File: src/rtl/seq_tx_101101_if.sv
// Control and serial-output bundle for the repeated-pattern transmitter.
interface seq_tx_101101_if;
    logic       start;
    logic [3:0] rep_cnt;
    logic [2:0] gap;
    logic       abort;
    logic       out;
    logic       out_vld;
    logic       busy;
    logic       done;
    logic [3:0] rep_left;

    modport master (
        output start, rep_cnt, gap, abort,
        input  out, out_vld, busy, done, rep_left
    );

    modport slave (
        input  start, rep_cnt, gap, abort,
        output out, out_vld, busy, done, rep_left
    );
endinterface

File: src/rtl/seq_tx_101101.sv
// Serial burst transmitter: sends PATTERN MSB-first rep_cnt times with
// gap idle bit-times between repetitions; all outputs are registered.
module seq_tx_101101 #(
    parameter int              PLEN    = 6,
    parameter logic [PLEN-1:0] PATTERN = 6'b101101
) (
    input  logic            clk,
    input  logic            rst_n,
    seq_tx_101101_if.slave  bus
);
    localparam int            IW      = (PLEN > 1) ? $clog2(PLEN) : 1;
    localparam logic [IW-1:0] IDX_TOP = IW'(PLEN - 1);

    typedef enum logic [1:0] {IDLE, SEND, GAP, DONE} state_t;

    state_t        state;
    logic [IW-1:0] idx;
    logic [2:0]    gap_lat;
    logic [2:0]    gap_cnt;
    logic [3:0]    rep_left;
    logic          out_r;
    logic          out_vld_r;
    logic          busy_r;
    logic          done_r;

    assign bus.out      = out_r;
    assign bus.out_vld  = out_vld_r;
    assign bus.busy     = busy_r;
    assign bus.done     = done_r;
    assign bus.rep_left = rep_left;

    // Outputs are loaded together with the next state, so they always
    // reflect the state being entered (Moore behaviour, no comb decode).
    always_ff @(posedge clk) begin
        if (!rst_n) begin
            state     <= IDLE;
            idx       <= IDX_TOP;
            gap_lat   <= '0;
            gap_cnt   <= '0;
            rep_left  <= '0;
            out_r     <= 1'b0;
            out_vld_r <= 1'b0;
            busy_r    <= 1'b0;
            done_r    <= 1'b0;
        end else begin
            out_r     <= 1'b0;
            out_vld_r <= 1'b0;
            done_r    <= 1'b0;
            case (state)
                IDLE: begin
                    if (bus.start && bus.rep_cnt != '0) begin
                        state     <= SEND;
                        idx       <= IDX_TOP;
                        rep_left  <= bus.rep_cnt;
                        gap_lat   <= bus.gap;
                        busy_r    <= 1'b1;
                        out_r     <= PATTERN[IDX_TOP];
                        out_vld_r <= 1'b1;
                    end
                end
                SEND: begin
                    if (bus.abort) begin
                        state    <= IDLE;
                        idx      <= IDX_TOP;
                        rep_left <= '0;
                        busy_r   <= 1'b0;
                    end else if (idx == '0) begin
                        rep_left <= rep_left - 4'd1;
                        if (rep_left > 4'd1) begin
                            if (gap_lat != '0) begin
                                state   <= GAP;
                                gap_cnt <= gap_lat;
                            end else begin
                                idx       <= IDX_TOP;
                                out_r     <= PATTERN[IDX_TOP];
                                out_vld_r <= 1'b1;
                            end
                        end else begin
                            state  <= DONE;
                            idx    <= IDX_TOP;
                            busy_r <= 1'b0;
                            done_r <= 1'b1;
                        end
                    end else begin
                        idx       <= idx - 1'b1;
                        out_r     <= PATTERN[idx - 1'b1];
                        out_vld_r <= 1'b1;
                    end
                end
                GAP: begin
                    if (bus.abort) begin
                        state    <= IDLE;
                        idx      <= IDX_TOP;
                        rep_left <= '0;
                        busy_r   <= 1'b0;
                    end else if (gap_cnt == 3'd1) begin
                        state     <= SEND;
                        idx       <= IDX_TOP;
                        out_r     <= PATTERN[IDX_TOP];
                        out_vld_r <= 1'b1;
                    end else begin
                        gap_cnt <= gap_cnt - 3'd1;
                    end
                end
                DONE: begin
                    state <= IDLE;
                end
                default: begin
                    state  <= IDLE;
                    busy_r <= 1'b0;
                end
            endcase
        end
    end
endmodule

File: src/flat_wrapper.sv
// flat-port wrapper written by rule: the top's interface ports become plain ports
module seq_tx_101101_flat 
#(
    parameter int              PLEN    = 6,
    parameter logic [PLEN-1:0] PATTERN = 6'b101101
)
  (clk, rst_n, bus_start, bus_rep_cnt, bus_gap, bus_abort, bus_out, bus_out_vld, bus_busy, bus_done, bus_rep_left);
  seq_tx_101101_if bus_i ();
  input  logic clk;
  input  logic rst_n;
  input wire logic [$bits(bus_i.start)-1:0] bus_start;
  input wire logic [$bits(bus_i.rep_cnt)-1:0] bus_rep_cnt;
  input wire logic [$bits(bus_i.gap)-1:0] bus_gap;
  input wire logic [$bits(bus_i.abort)-1:0] bus_abort;
  output wire logic [$bits(bus_i.out)-1:0] bus_out;
  output wire logic [$bits(bus_i.out_vld)-1:0] bus_out_vld;
  output wire logic [$bits(bus_i.busy)-1:0] bus_busy;
  output wire logic [$bits(bus_i.done)-1:0] bus_done;
  output wire logic [$bits(bus_i.rep_left)-1:0] bus_rep_left;
  assign bus_i.start = bus_start;
  assign bus_i.rep_cnt = bus_rep_cnt;
  assign bus_i.gap = bus_gap;
  assign bus_i.abort = bus_abort;
  assign bus_out = bus_i.out;
  assign bus_out_vld = bus_i.out_vld;
  assign bus_busy = bus_i.busy;
  assign bus_done = bus_i.done;
  assign bus_rep_left = bus_i.rep_left;
  seq_tx_101101 #(.PLEN(PLEN), .PATTERN(PATTERN)) u_core (.clk(clk), .rst_n(rst_n), .bus(bus_i));
endmodule
File: config.mk
export PLATFORM = sky130hd
export DESIGN_NAME = seq_tx_101101_flat
export DESIGN_NICKNAME = d
export VERILOG_FILES = /design/src/rtl/seq_tx_101101_if.sv /design/src/rtl/seq_tx_101101.sv /design/src/flat_wrapper.sv
export SDC_FILE = /design/constraint.sdc
export NUM_CORES = 1
export LEC_CHECK = 0
export BUFFER_PORTS_ARGS = -buffer_cell sky130_fd_sc_hd__clkbuf_2
export CAP_MARGIN = 20
export CORE_ASPECT_RATIO = 0.9
export CORE_UTILIZATION = 39
export CTS_BUF_LIST = sky130_fd_sc_hd__clkbuf_4 sky130_fd_sc_hd__clkbuf_8
export CTS_CLUSTER_SIZE = 10
export DETAILED_ROUTE_END_ITERATION = 10
export PLACE_DENSITY = 0.65
export SYNTH_ARGS = -nofsm -noshare
export SYNTH_HDL_FRONTEND = slang
export SYNTH_SLANG_ARGS = --single-unit
File: constraint.sdc
create_clock -name clk -period 2.1 [get_ports clk]
set_clock_uncertainty 0.15 [all_clocks]
set_input_delay 0.21 -clock clk [delete_from_list [all_inputs] [get_ports clk]]
set_output_delay 0.21 -clock clk [all_outputs]
set_load 0.03 [all_outputs]
==> results of run 1 <==
[per-stage QoR]
step | area, um^2 | util, % | instances | total power [mW] | worst slack, ns
after floorplan | 1260 | - | 149 | 0.888 | 0.133
after global placement | 1380 | 45.0 | 204 | 0.996 | 0.203
after detailed placement | 1380 | 45.0 | 204 | 1.01 | 0.137
after CTS | 1410 | 45.9 | 208 | 1.20 | 0.109
after global routing | 1410 | 46.0 | 208 | 1.29 | 0.0104
final | 1410 | 46.0 | 208 | 1.19 | 0.134
[cells by family (layout without fill, tap and decap cells)]
logic type,count (synthesis),after routing
simple gates,58,58
compound gates,30,30
buf+inv,21,38
flops,19,19
fa+ha+maj,12,12
mux,9,9
[layer usage]
layer | vias up | GRT usage, % | wire, um
li1 | 555 | - | -
met1 | 496 | 23.3 | 1180
met3 | 5 | 2.33 | 133
met5 | - | 0 | 0
met2 | 31 | 27.3 | 1170
met4 | 0 | 5.71 | 42
[flip-flops by register name (all words and copies together), names as in the netlist]
signal	cells
u_core.bus.rep_left	4
u_core.bus.done	1
u_core.state	2
u_core.bus.out_vld	1
u_core.bus.out	1
u_core.gap_lat	3
u_core.gap_cnt	3
u_core.idx	3
u_core.bus.busy	1
[cell usage in the layout, fill, tap and decap left out, drive strengths merged, types with 3 or more instances in the layout]
master   n
nor2     9
ha      12
nor3     3
and3     4
mux2i    8
dfxtp   19
nand2   19
nor2b    6
nand2b   6
a21oi    4
o21ai    5
nand3    3
clkbuf  21
inv     14
[power groups by stage]
stage / Sequential (mW) / Clock, mW / Combinational (mW)
floorplan: 0.525 / 0 / 0.363
global placement: 0.464 / 0 / 0.532
detailed placement: 0.468 / 0 / 0.540
CTS: 0.460 / 0.202 / 0.543
global route: 0.470 / 0.219 / 0.600
finish: 0.459 / 0.195 / 0.538
[worst max-delay path: cells and delay by family, from the launching register on]
family / cells / cell delay [ns]
flops: 1 / 0.35
fa+ha+maj: 1 / 0.19
compound gates: 2 / 0.49
simple gates: 2 / 0.45
buf+inv: 1 / 0.08
mux: 1 / 0.14
[worst max path at each step]
stage / cells after the start / startpoint / slack, ns / endpoint
3_5_place_dp: 7 / u_core.state[0] / 0.14 / u_core.idx[0]
2_1_floorplan: 6 / u_core.bus.rep_left[0] / 0.13 / u_core.idx[0]
6_report: 7 / u_core.bus.rep_left[1] / 0.13 / u_core.gap_cnt[1]
5_1_grt: 7 / u_core.bus.rep_left[0] / 0.01 / u_core.idx[0]
3_3_place_gp: 7 / u_core.state[0] / 0.20 / u_core.idx[0]
4_1_cts: 7 / u_core.idx[0] / 0.11 / u_core.gap_cnt[1]
[final cells by class]
cell class | instances | area share (%)
Clock buffer | 3 | 1.60
Clock inverter | 1 | 0.355
Inverter | 14 | 3.72
Multi-Input combinational cell | 109 | 56.2
Sequential cell | 19 | 27.0
Tap cell | 42 | 3.72
Timing Repair Buffer | 20 | 7.45
==> flow_summary.toml, run 1 <==
[power]
power_leakage_nw = 0.630
p_sw_share_pct = 40.9
power.density_mw_per_mm2 = 845
clkPwrFrac_pct = 16.4
power_switching_mw = 0.488
p_int_mw = 0.705
max-vdd-ir-drop_uv = 407
power_frac_seq_pct = 38.5
comb_power_share_pct = 45.1

[synth]
syn_area_mm2 = 0.00126
synth_xor_area_share_pct = 0
synth_top_area_cell = "dfxtp_1"
synth_compound_area_share_pct = 19.5
async_flop_share_pct = 0
synth_top_area_share_pct = 30.2
ys_types = 42
synthSimpleGateAreaFrac_pct = 24.1
syn_inst = 149
synth-adder-area-share_pct = 11.9
synth.mux.area_fraction_pct = 7.26
synth_top_family_by_area = "simple AND/OR/NAND/NOR gates"
syn_nets = 172
ys_seq_area_share_pct = 30.2
synth_edf_count = 0
synthFlopType = "dfxtp_1"
ys_warn_count = 0
synth_seq_cells = 19
avgSynthCellArea_um2 = 8.45
yosys-top-cells-area = "dfxtp_1 (30%), ha_1 (12%), mux2i_1 (6.4%)"
yosys-top-cells-count = "dfxtp_1 (19), nand2_1 (19), inv_1 (14)"

[clock_network]
cts_sinks = 19
cts.clk_slew.worst_paths_ns = 0.12
ctsResizeCount = 0
numCtsBuffers = 3
cts_tree = "done"
cts_hold_buf = 0
cts_setup_buffers = 0
clockBufferDepth = 2
clk_latency_ns = 0.31
cts_max_level = 1
root_buffer = "clkbuf_4"

[worst_setup_path]
arrival_ns = 2.02
worstPathMaxFanout = 5
ff2ff_path_depth = 7
crit_path_start_kind = "flop"
slowest_delay_ns = 0.39
r2r-end = "u_core.gap_cnt[1]"
rrSetupSlack_ns = 0.13
cp_data_required_time_ns = 2.15
crit_chain = "inv_1 > ha_1 > nor2_1 > or3_4 > a32oi_1 > a21oi_2 > mux2i_1"
endpoint_kind = "flop"
path_class = "flop to flop"
slowest_stage = "a32oi_1"
worstReg2RegStart = "u_core.bus.rep_left[1]"

[global_route]
grt_max_degree = 27
grt_usage_pct = 17.1
antenna_found_initial = 0
grt_pass1_wl_mm = 4.55
grt_pass1_vias = 1074
grt-ovfl-total = 0

[sta]
fin_crit_sh_pct = 93.6
report.final.slew_viol_count = 0
setup_viol = 0
whs_ns = 0.00537
period_minus_slack_ns = 1.97
max_freq_mhz = 509
relSlewSlack_pct = 69.0
worst_pin_slew_ns = 0.465
rsz0062_at_grt = "false"
final_hold_viol_count = 0
final.setup.tns_ns = 0

[placed_design]
hpwl_mm = 1.96
io_buffer_count = 18
gp_congestion = 0.825

[layout]
multi_input_area_um2 = 793
nets = 190
seqCellArea_um2 = 380
areaGrowthSynthToFinish_pct = 12.1
diodes = 0
n_fill_cell = 311
drive_above_1_share_pct = 19.3

[outcome]
status = "complete, no violations"

[die]
die_h_um = 55.9
start_util_pct = 41.0
fp-row-count = 19
fp.coreArea_mm2 = 0.00307
dieArea_mm2 = 0.00346
die-width_um = 61.9
io-pin-count = 19

[run]
maxCapViolCount = 0

[routing]
vias_per_cell = 5.23
vias = 1087
dr.pass1.iters = 4
wl_per_cell_um = 12.1
wl_mm = 2.52
drtAntennaViolNets = 0
first_iter_violations = 17
drc_errors = 0

[worst_hold_path]
hp-start = "bus_gap[0]"
hold_end = "u_core.gap_lat[0]"
hold_depth = 3
hp-class = "input pin to flop"
(Power assumes the default switching activity.)
==> run 2, diff against run 1 <==
--- a/config.mk
+++ b/config.mk
@@ -16,3 +16,4 @@
 export SYNTH_ARGS = -nofsm -noshare
 export SYNTH_HDL_FRONTEND = slang
 export SYNTH_SLANG_ARGS = --single-unit
+export TNS_END_PERCENT = 50
==> constraint.sdc (replaced) <==
create_clock -name clk -period 2.2 [get_ports clk]
set_clock_uncertainty 0.15 [all_clocks]
set_input_delay 0.22 -clock clk [delete_from_list [all_inputs] [get_ports clk]]
set_output_delay 0.22 -clock clk [all_outputs]
set_load 0.03 [all_outputs]
==> flow_summary.toml, run 2 (synthesized netlist as in run 1, its figures left out) <==
[clock_network]
ctsResizeCount = 0
cts_tree = "done"
clockBufferDepth = 2
clk_latency_ns = 0.31
cts_sinks = 19
root_buffer = "clkbuf_4"
cts_hold_buf = 0
cts_max_level = 1
numCtsBuffers = 3
cts_setup_buffers = 0
cts.clk_slew.worst_paths_ns = 0.12

[worst_setup_path]
r2r-end = "u_core.bus.rep_left[3]"
path_class = "flop to flop"
cp_data_required_time_ns = 2.32
rrSetupSlack_ns = 0.23
arrival_ns = 2.09
crit_path_start_kind = "flop"
worstPathMaxFanout = 7
worstReg2RegStart = "u_core.state[1]"
endpoint_kind = "flop"
ff2ff_path_depth = 8

[routing]
drc_errors = 0
first_iter_violations = 29
vias = 1088
drtAntennaViolNets = 0
wl_mm = 2.55
wl_per_cell_um = 12.3
dr.pass1.iters = 4
vias_per_cell = 5.23

[global_route]
grt_max_degree = 27
antenna_found_initial = 0
grt-busiest-layer = "met1"
grt_pass1_vias = 963
met1_usage_pct = 24.4
grt_pass1_wl_mm = 4.22
use_met3_pct = 2.09
grt_usage_pct = 16.0
grt-ovfl-total = 0
grt_util_met2_pct = 23.0

[sta]
report.final.slew_viol_count = 0
rsz0062_at_grt = "false"
worst_pin_slew_ns = 0.482
final_hold_viol_count = 0
period_minus_slack_ns = 1.97
final.setup.tns_ns = 0
relSlewSlack_pct = 67.9
setup_viol = 0
max_freq_mhz = 507
fin_crit_sh_pct = 89.7

[layout]
largest-register = "u_core.bus.rep_left"
areaGrowthSynthToFinish_pct = 11.8
nets = 190
mostFrequentLayoutCells = "nand2_1 (19), dfxtp_1 (19), clkbuf_2 (18), inv_1 (14), ha_1 (12)"
largest_reg_flops = 4
diodes = 0
drive_above_1_share_pct = 18.7

[worst_hold_path]
hold_depth = 3
hp-start = "bus_gap[2]"
hold_end = "u_core.gap_lat[2]"
hp-class = "input pin to flop"

[die]
start_util_pct = 41.0
fp-row-count = 19
io-pin-count = 19
dieArea_mm2 = 0.00346
die-width_um = 61.9
die_h_um = 55.9
fp.coreArea_mm2 = 0.00307

[outcome]
status = "complete, no violations"

[placed_design]
hpwl_mm = 1.97
io_buffer_count = 18
gp_congestion = 0.849

[power]
power_mw = 1.15
max-vdd-ir-drop_uv = 431
power_leakage_nw = 0.630
power.density_mw_per_mm2 = 814

[run]
maxCapViolCount = 0
-- run 2: worst max path at each step --
| stage | cells past startpoint | slack [ns] | endpoint | startpoint |
|---|---|---|---|---|
| after floorplan | 6 | 0.23 | u_core.idx[0] | u_core.bus.rep_left[0] |
| after CTS | 7 | 0.22 | u_core.idx[2] | u_core.state[0] |
| after global placement | 7 | 0.27 | u_core.gap_cnt[1] | u_core.state[1] |
| after detailed placement | 7 | 0.24 | u_core.idx[0] | u_core.state[0] |
| after global routing | 8 | 0.05 | u_core.bus.rep_left[3] | u_core.state[1] |
| final | 8 | 0.23 | u_core.bus.rep_left[3] | u_core.state[1] |
-- run 2: worst max-delay path, stage by stage (launching register included) --
cell and delay, ns:
dfxtp_1 0.36, inv_1 0.10, ha_1 0.18, nor2b_1 0.25, buf_4 0.21, nand2_1 0.12, o32ai_1 0.29, and3_1 0.18
a31o_2 0.09
-- run 2: layout make-up --
cell class                 instances  area [um^2]
clock buffer                       3         22.5
clock inverter                     1         5.00
fill                             308         1660
inverter                          14         52.6
multi-input combinational        109          790
sequential                        19          380
tap                               42         52.6
timing repair buffer              20          105
-- run 2: through the flow --
stage	hold slack, ns	worst slack, ns	cell area (um^2)	std cells	utilization, %
floorplan	0.224	0.233	1260	149	-
CTS	0.0128	0.220	1410	208	45.9
global placement	0.297	0.273	1380	204	45.0
detailed placement	0.322	0.241	1380	204	45.0
global route	0.0299	0.0487	1410	208	45.9
finish	0.0204	0.226	1410	208	45.9
-- run 2: where the power goes --
| part | switching [mW] | internal, mW | total (mW) |
|---|---|---|---|
| Combinational | 0.307 | 0.212 | 0.519 |
| Sequential | 0.0460 | 0.393 | 0.439 |
| Clock | 0.119 | 0.0679 | 0.187 |
-- run 2: metal layers --
layer  vias up  wire [um]
met5         -          0
met4         0         36
li1        552          -
met1       511       1340
met2        20       1090
met3         5         92
